`src/rtl/rs_issue_scheduler.sv`:
```
// Reservation-station issue scheduler.
// Allocates the lowest free RS entry to a dispatched instruction, picks one
// ready entry to issue each cycle, and registers the issue choice for the
// IS/EX pipeline register.
// Optional build macro: RS_AGE_ORDER_EN selects oldest-first issue using an
// age matrix; when undefined, issue order is round-robin from rr_ptr.
module rs_issue_scheduler #(
  parameter int RS_LEN = 8,
  parameter int IDX_W  = $clog2(RS_LEN)
) (
  input  logic              clock,
  input  logic              reset,
  input  logic              i_squash,
  input  logic              i_dispatch_req,
  input  logic              i_fu_avail,
  input  logic [RS_LEN-1:0] i_entry_busy,
  input  logic [RS_LEN-1:0] i_entry_ready,
  output logic [RS_LEN-1:0] o_entry_wr_en,
  output logic [RS_LEN-1:0] o_entry_clear,
  output logic              o_dispatch_ack,
  output logic              o_rs_full,
  output logic [IDX_W:0]    o_free_count,
  output logic              o_issue_valid,
  output logic [IDX_W-1:0]  o_issue_idx
);

  localparam logic [RS_LEN-1:0] ONE_HOT0 = {{(RS_LEN-1){1'b0}}, 1'b1};

  logic              w_flush;
  logic [RS_LEN-1:0] w_cand;
  logic              w_alloc_found;
  logic [IDX_W-1:0]  w_alloc_idx;
  logic [IDX_W:0]    w_free_count;
  logic              w_sel_found;
  logic [IDX_W-1:0]  w_sel_idx;
  logic              w_issue;
  logic              r_issue_valid;
  logic [IDX_W-1:0]  r_issue_idx;

  assign w_flush = reset | i_squash;
  assign w_cand  = i_entry_ready & i_entry_busy;

  // Lowest-index free entry and count of free entries.
  always_comb begin
    w_alloc_found = 1'b0;
    w_alloc_idx   = '0;
    w_free_count  = '0;
    for (int k = 0; k < RS_LEN; k++) begin
      w_free_count = w_free_count + (IDX_W+1)'(!i_entry_busy[k]);
      if (!w_alloc_found && !i_entry_busy[k]) begin
        w_alloc_found = 1'b1;
        w_alloc_idx   = IDX_W'(k);
      end else begin
        w_alloc_found = w_alloc_found;
      end
    end
  end

`ifdef RS_AGE_ORDER_EN
  // r_older[j][k] = 1 means entry j was dispatched before entry k.
  logic [RS_LEN-1:0] r_older [RS_LEN];
  logic              w_blocked;

  // Oldest ready candidate: one that no other candidate is older than.
  always_comb begin
    w_sel_found = 1'b0;
    w_sel_idx   = '0;
    w_blocked   = 1'b0;
    for (int i = 0; i < RS_LEN; i++) begin
      w_blocked = 1'b0;
      for (int j = 0; j < RS_LEN; j++) begin
        w_blocked = w_blocked | (w_cand[j] & r_older[j][i]);
      end
      if (!w_sel_found && w_cand[i] && !w_blocked) begin
        w_sel_found = 1'b1;
        w_sel_idx   = IDX_W'(i);
      end else begin
        w_sel_found = w_sel_found;
      end
    end
  end

  // Age matrix: on alloc of k, every currently busy entry becomes older than k.
  always_ff @(posedge clock) begin
    if (w_flush) begin
      for (int j = 0; j < RS_LEN; j++) begin
        r_older[j] <= '0;
      end
    end else if (o_dispatch_ack) begin
      for (int j = 0; j < RS_LEN; j++) begin
        r_older[j][w_alloc_idx] <= i_entry_busy[j];
      end
      r_older[w_alloc_idx] <= '0;
    end else begin
      for (int j = 0; j < RS_LEN; j++) begin
        r_older[j] <= r_older[j];
      end
    end
  end
`else
  logic [IDX_W-1:0] r_rr_ptr;
  logic [IDX_W-1:0] w_probe;

  // Round-robin: first candidate at or after rr_ptr, wrapping around.
  always_comb begin
    w_sel_found = 1'b0;
    w_sel_idx   = '0;
    w_probe     = '0;
    for (int k = 0; k < RS_LEN; k++) begin
      w_probe = r_rr_ptr + IDX_W'(k);
      if (!w_sel_found && w_cand[w_probe]) begin
        w_sel_found = 1'b1;
        w_sel_idx   = w_probe;
      end else begin
        w_sel_found = w_sel_found;
      end
    end
  end

  // Round-robin pointer advances past the entry that just issued.
  always_ff @(posedge clock) begin
    if (w_flush) begin
      r_rr_ptr <= '0;
    end else if (w_issue) begin
      r_rr_ptr <= w_sel_idx + IDX_W'(1);
    end else begin
      r_rr_ptr <= r_rr_ptr;
    end
  end
`endif

  assign w_issue        = i_fu_avail & w_sel_found & ~w_flush;
  assign o_dispatch_ack = i_dispatch_req & w_alloc_found & ~w_flush;
  assign o_entry_wr_en  = o_dispatch_ack ? (ONE_HOT0 << w_alloc_idx) : '0;
  assign o_entry_clear  = w_issue ? (ONE_HOT0 << w_sel_idx) : '0;
  assign o_rs_full      = &i_entry_busy;
  assign o_free_count   = w_free_count;

  // Issue pipeline register; the index holds when nothing issues.
  always_ff @(posedge clock) begin
    if (w_flush) begin
      r_issue_valid <= 1'b0;
      r_issue_idx   <= '0;
    end else if (w_issue) begin
      r_issue_valid <= 1'b1;
      r_issue_idx   <= w_sel_idx;
    end else begin
      r_issue_valid <= 1'b0;
      r_issue_idx   <= r_issue_idx;
    end
  end

  assign o_issue_valid = r_issue_valid;
  assign o_issue_idx   = r_issue_idx;

endmodule
```
`config.mk`:
```
export PLATFORM = sky130hd
export DESIGN_NAME = rs_issue_scheduler
export DESIGN_NICKNAME = d
export VERILOG_FILES = /design/src/rtl/rs_issue_scheduler.sv
export SDC_FILE = /design/constraint.sdc
export NUM_CORES = 1
export LEC_CHECK = 0
export ABC_AREA = 1
export BUFFER_PORTS_ARGS = -buffer_cell sky130_fd_sc_hd__buf_2
export CAP_MARGIN = 10
export CORE_UTILIZATION = 40
export CTS_CLUSTER_SIZE = 16
export DETAILED_ROUTE_END_ITERATION = 7
export GPL_ROUTABILITY_DRIVEN = 0
export PLACE_DENSITY = 0.66
export SLEW_MARGIN = 0
export SYNTH_ARGS = -nofsm -noshare
export SYNTH_HDL_FRONTEND = slang
export SYNTH_SLANG_ARGS = --single-unit
```
`constraint.sdc`:
```
create_clock -name clock -period 5 [get_ports clock]
set_input_delay 1 -clock clock [delete_from_list [all_inputs] [get_ports clock]]
set_output_delay 1 -clock clock [all_outputs]
set_load 0.02 [all_outputs]
```
# Word-level counts from Yosys, hierarchy flattened
# Index checks and enable logic that the tools add are counted.
# Widths: inputs -> output; s select.
[word_totals] ff_bits=7 output_inout_bits=26 input_bits=21
[op_classes] shift=2 reduce_logical=36 addsub=15 n_lt_le_gt_ge=8 muxes=50 bitwise=7
[op_table] op="$mux 3" n=13
[op_table] op="$lt 3x4->1 const B" n=8
[op_table] op="$mux 1" n=26
[op_table] op="$bmux 1 s3" n=8
[op_table] op="$logic_not 1->1" n=21
[op_table] op="$add 4x1->4" n=4
[op_table] op="$mux 8" n=2
[op_table] op="$shl 1x3->8 const A" n=2
[op_table] op="$logic_and 1x1->1" n=14
[op_table] op="$add 3x3->3 const B" n=4
[op_table] op="$and 8x8->8" n=1
[op_table] op="$reduce_and 8->1" n=1
[op_table] op="$add 3x1->3 const B" n=2
[op_table] op="$add 3x2->3 const B" n=2
[op_table] op="$add 3x1->4" n=1
[op_table] op="$and 1x1->1" n=4
[op_table] op="$add 2x1->3" n=1
[op_table] op="$add 1x1->2" n=1
[op_table] op="$mux 2" n=1
[op_table] op="$not 1->1" n=1
[op_table] op="$or 1x1->1" n=1

# Longest topological paths before layout
[depth] depth_word=28 depth_mapped=21

# Worst setup path before layout
# No wires, ideal clock.
[synth_timing] kind="input-to-output" from="input port i_entry_busy[0]" to="output port o_free_count[2]" arrival_ns=3.435 n_path_buf=0 stages=8 required_ns=4.000 slack_ns=0.565 path_cell_list="inv_1 fa_1 fa_1 fa_1 ha_1 inv_1 fa_1 xnor2_1"
[synth_via] elab_chain_len=8
[synth_lines] element="start, declared" line="16" source="input logic [RS_LEN-1:0] i_entry_busy,"
[synth_lines] element="$logic_not 1->1"
[synth_lines] element="$add 1x1->2" line="49" source="w_free_count = w_free_count + (IDX_W+1)'(!i_entry_busy[k]);"
[synth_lines] element="$add 2x1->3" line="49"
[synth_lines] element="$add 3x1->4" line="49"
[synth_lines] element="$add 4x1->4 (4 in series)" line="49"
[synth_lines] element="end, declared" line="22" source="output logic [IDX_W:0] o_free_count,"
# Every way passes these cells.

# Final worst setup path
# Ends and elaborated chain as after synthesis.

==> out/qor.csv <==
metric;value;unit
CTS root buffer;clkbuf_8;
synth top area cells;nand2_1 18%, nand3_1 15%, dfxtp_1 8.6%, inv_1 7.3%, ha_1 6.9%;
DP Area;1890;sq um
slowest CP cell;fa_1;
crit path buf inv count;4;
Starting Density;43.1;%
Starting DRT DRC Count;93;
Leakage;1.11;nW
core area;3800;sq um
DRC viols;0;
Net Count, Synth;309;
final period utilization;91.2;%
1st-pass router iterations;4;
CTS tree;done;
first-pass GRT wire length;7.24;mm
Worst Path Required;4000;ps
async set or reset register ratio after synthesis;0;%
routed via count;1837;
TritonCTS sink count;7;
largest net degree at the start of global routing;14;
Post-Syn Instances;275;
worst rel slew slack;67.0;%
Overflow after GRT;0;
status;completed;
worst hold margin;465;ps
unrepaired setup endpoints after global routing;no;
Layout fillers;415;
pre-CTS setup slack;405;ps
Final Skew;0.728;ps
Post-DRT Antenna Nets;0;
cell family with most CP delay;adder cells;
setup TNS;0;ps
Post-synth EDFFs;0;
Worst Path Arrival;3560;ps
VDD IR max;0.333;mV
PnR worst setup slack;440;ps
main flop type after synthesis;dfxtp_1;
crit path launch type;primary input;
chip height;66.0;um
antenna violations before repair;0;
clk slew on worst S/H paths;40;ps
fin area;1930;sq um
Pins Over Slew Limit;0;
crit-path max FO;6;
max-cap violation count;0;
Yosys top cell by area;nand2_1;
Slew @ Worst Pin;494;ps
clock buffer depth;2;
CP Capture Type;primary output;
Post-DP HPWL;3.48;mm
FF/Latch Area;140;sq um
Yosys warning total;0;
vias per inst;4.98;
Avg Cell Area, Syn;5.95;sq um
placed cell count;365;
Final Power;0.998;mW
Port-buffer cells;46;
IO Count;47;
Final min period;4560;ps
layout cells sized above 1;27.7;%
crit-path most repeated cell;fa_1;
final hold vios;0;
post-synthesis register bit count;7;
Net count, final;356;
CTS Hold Bufs;0;
CTS buffer count;3;
Multi-input gate area;1300;sq um
die area;4350;sq um
maximum clock frequency;219;MHz
ant diodes;0;
post_cts resized;0;
H-tree level count;1;
area delta synth->final;18.1;%
hold crit path type;reg -> reg;
CP Cell Sequence;buf_2, inv_1, fa_1, fa_1, fa_1, ha_1, inv_1, fa_1, xnor2_1, buf_2;
Clock Latency Late Sink;220;ps
fin cells;369;
Seq/Total Area, Yosys;8.56;%
Die Wd;66.0;um
Pwr Density;516;nW/um^2
aggregate global-route resource usage;20.8;%
Yosys top cell area share;18.1;%
final WL;4.13;mm
final setup vio count;0;
slowest cell delay on critical path;550;ps
WL/cell;11.2;um
library cells used by synthesis;35;
postcts setup bufs;0;
row count;22;
Core Util, Final;50.9;%
crit path kind;in -> out;
vias in the first global route;1677;
synthesized area;1640;sq um
-- cells in the mapped netlist, types with 3 or more instances --
| cell | instances |
|---|---|
| dfxtp_1 | 7 |
| nand2_1 | 79 |
| a21oi_1 | 4 |
| nor2_2 | 3 |
| nor3_1 | 7 |
| nand4_1 | 5 |
| inv_2 | 7 |
| ha_1 | 9 |
| nand3_2 | 7 |
| inv_1 | 32 |
| o21ai_1 | 4 |
| o21ai_0 | 3 |
| fa_1 | 4 |
| nor2_1 | 24 |
| nand2_2 | 8 |
| nand3_1 | 48 |
-- final cells by class --
| type | count | share of cell area (%) |
|---|---|---|
| Inverter | 40 | 7.90 |
| Timing Repair Buffer | 47 | 12.3 |
| Tap cell | 48 | 3.11 |
| Sequential cell | 7 | 7.25 |
| Clock buffer | 4 | 2.33 |
| Multi-Input combinational cell | 223 | 67.1 |
-- per-layer routing --
metal	track usage (%)	vias up	wire [um]
met4	5.05	0	34
met2	31.5	36	1760
met3	1.38	6	136
met1	31.4	814	2200
met5	0	-	0
li1	-	981	-
-- power breakdown --
group          total [mW]  switching, mW  internal, mW
logic               0.829          0.570         0.259
clock network      0.0787         0.0236        0.0551
registers          0.0901         0.0182        0.0719
-- tightest hold or removal path, delay by kind of cell, from the launching register on --
kind             cells  cell delay, ps
and+or+nand+nor      2             120
DFF                  1             300
-- flip-flops by register name, indices dropped and copies added, names as in the netlist --
name           count
o_issue_valid      1
o_issue_idx        3
r_rr_ptr           3
-- final timing paths --
path / end / from / depth (start not counted) / slack [ps]
hold reg to reg: o_issue_idx[0]$_SDFFE_PP0P_ / o_issue_idx[0]$_SDFFE_PP0P_ / 2 / 460
setup / recovery: o_free_count[2] / i_entry_busy[0] / 10 / 440
hold / removal: o_issue_idx[0]$_SDFFE_PP0P_ / o_issue_idx[0]$_SDFFE_PP0P_ / 2 / 460
setup reg to reg: r_rr_ptr[2]$_SDFFE_PP0P_ / r_rr_ptr[0]$_SDFFE_PP0P_ / 17 / 1810
-- logic make-up (layout without fill, tap and decap cells) --
kind of cell / Yosys count / in the layout / synth area share (%)
AND/OR/NAND/NOR: 192 / 192 / 59.3
adder cells (fa/ha/maj): 13 / 13 / 11.8
buffers and inverters: 45 / 91 / 12.2
XOR/XNOR: 4 / 4 / 3.06
flip-flops: 7 / 7 / 8.56
AO/OA/AOI/OAI: 14 / 14 / 5.12
-- layout by cell type (no fill, tap or decap), types with 2 or more instances in the layout --
master    instances
fa_1              4
a21oi_1           4
o21ai_1           4
dfxtp_1           7
nand4_1           5
ha_1              9
nand2_2           8
o21ai_0           3
inv_1            32
inv_2             7
nor3b_1           2
nor2_2            3
nand3_2           7
nor3_1            7
nor2_1           24
buf_2            46
nand2_1          79
nand3_1          48
nand4_2           2
clkbuf_8          3
nand2_4           2
nor2_4            2
No activity file was read; power rests on OpenSTA's default activity.
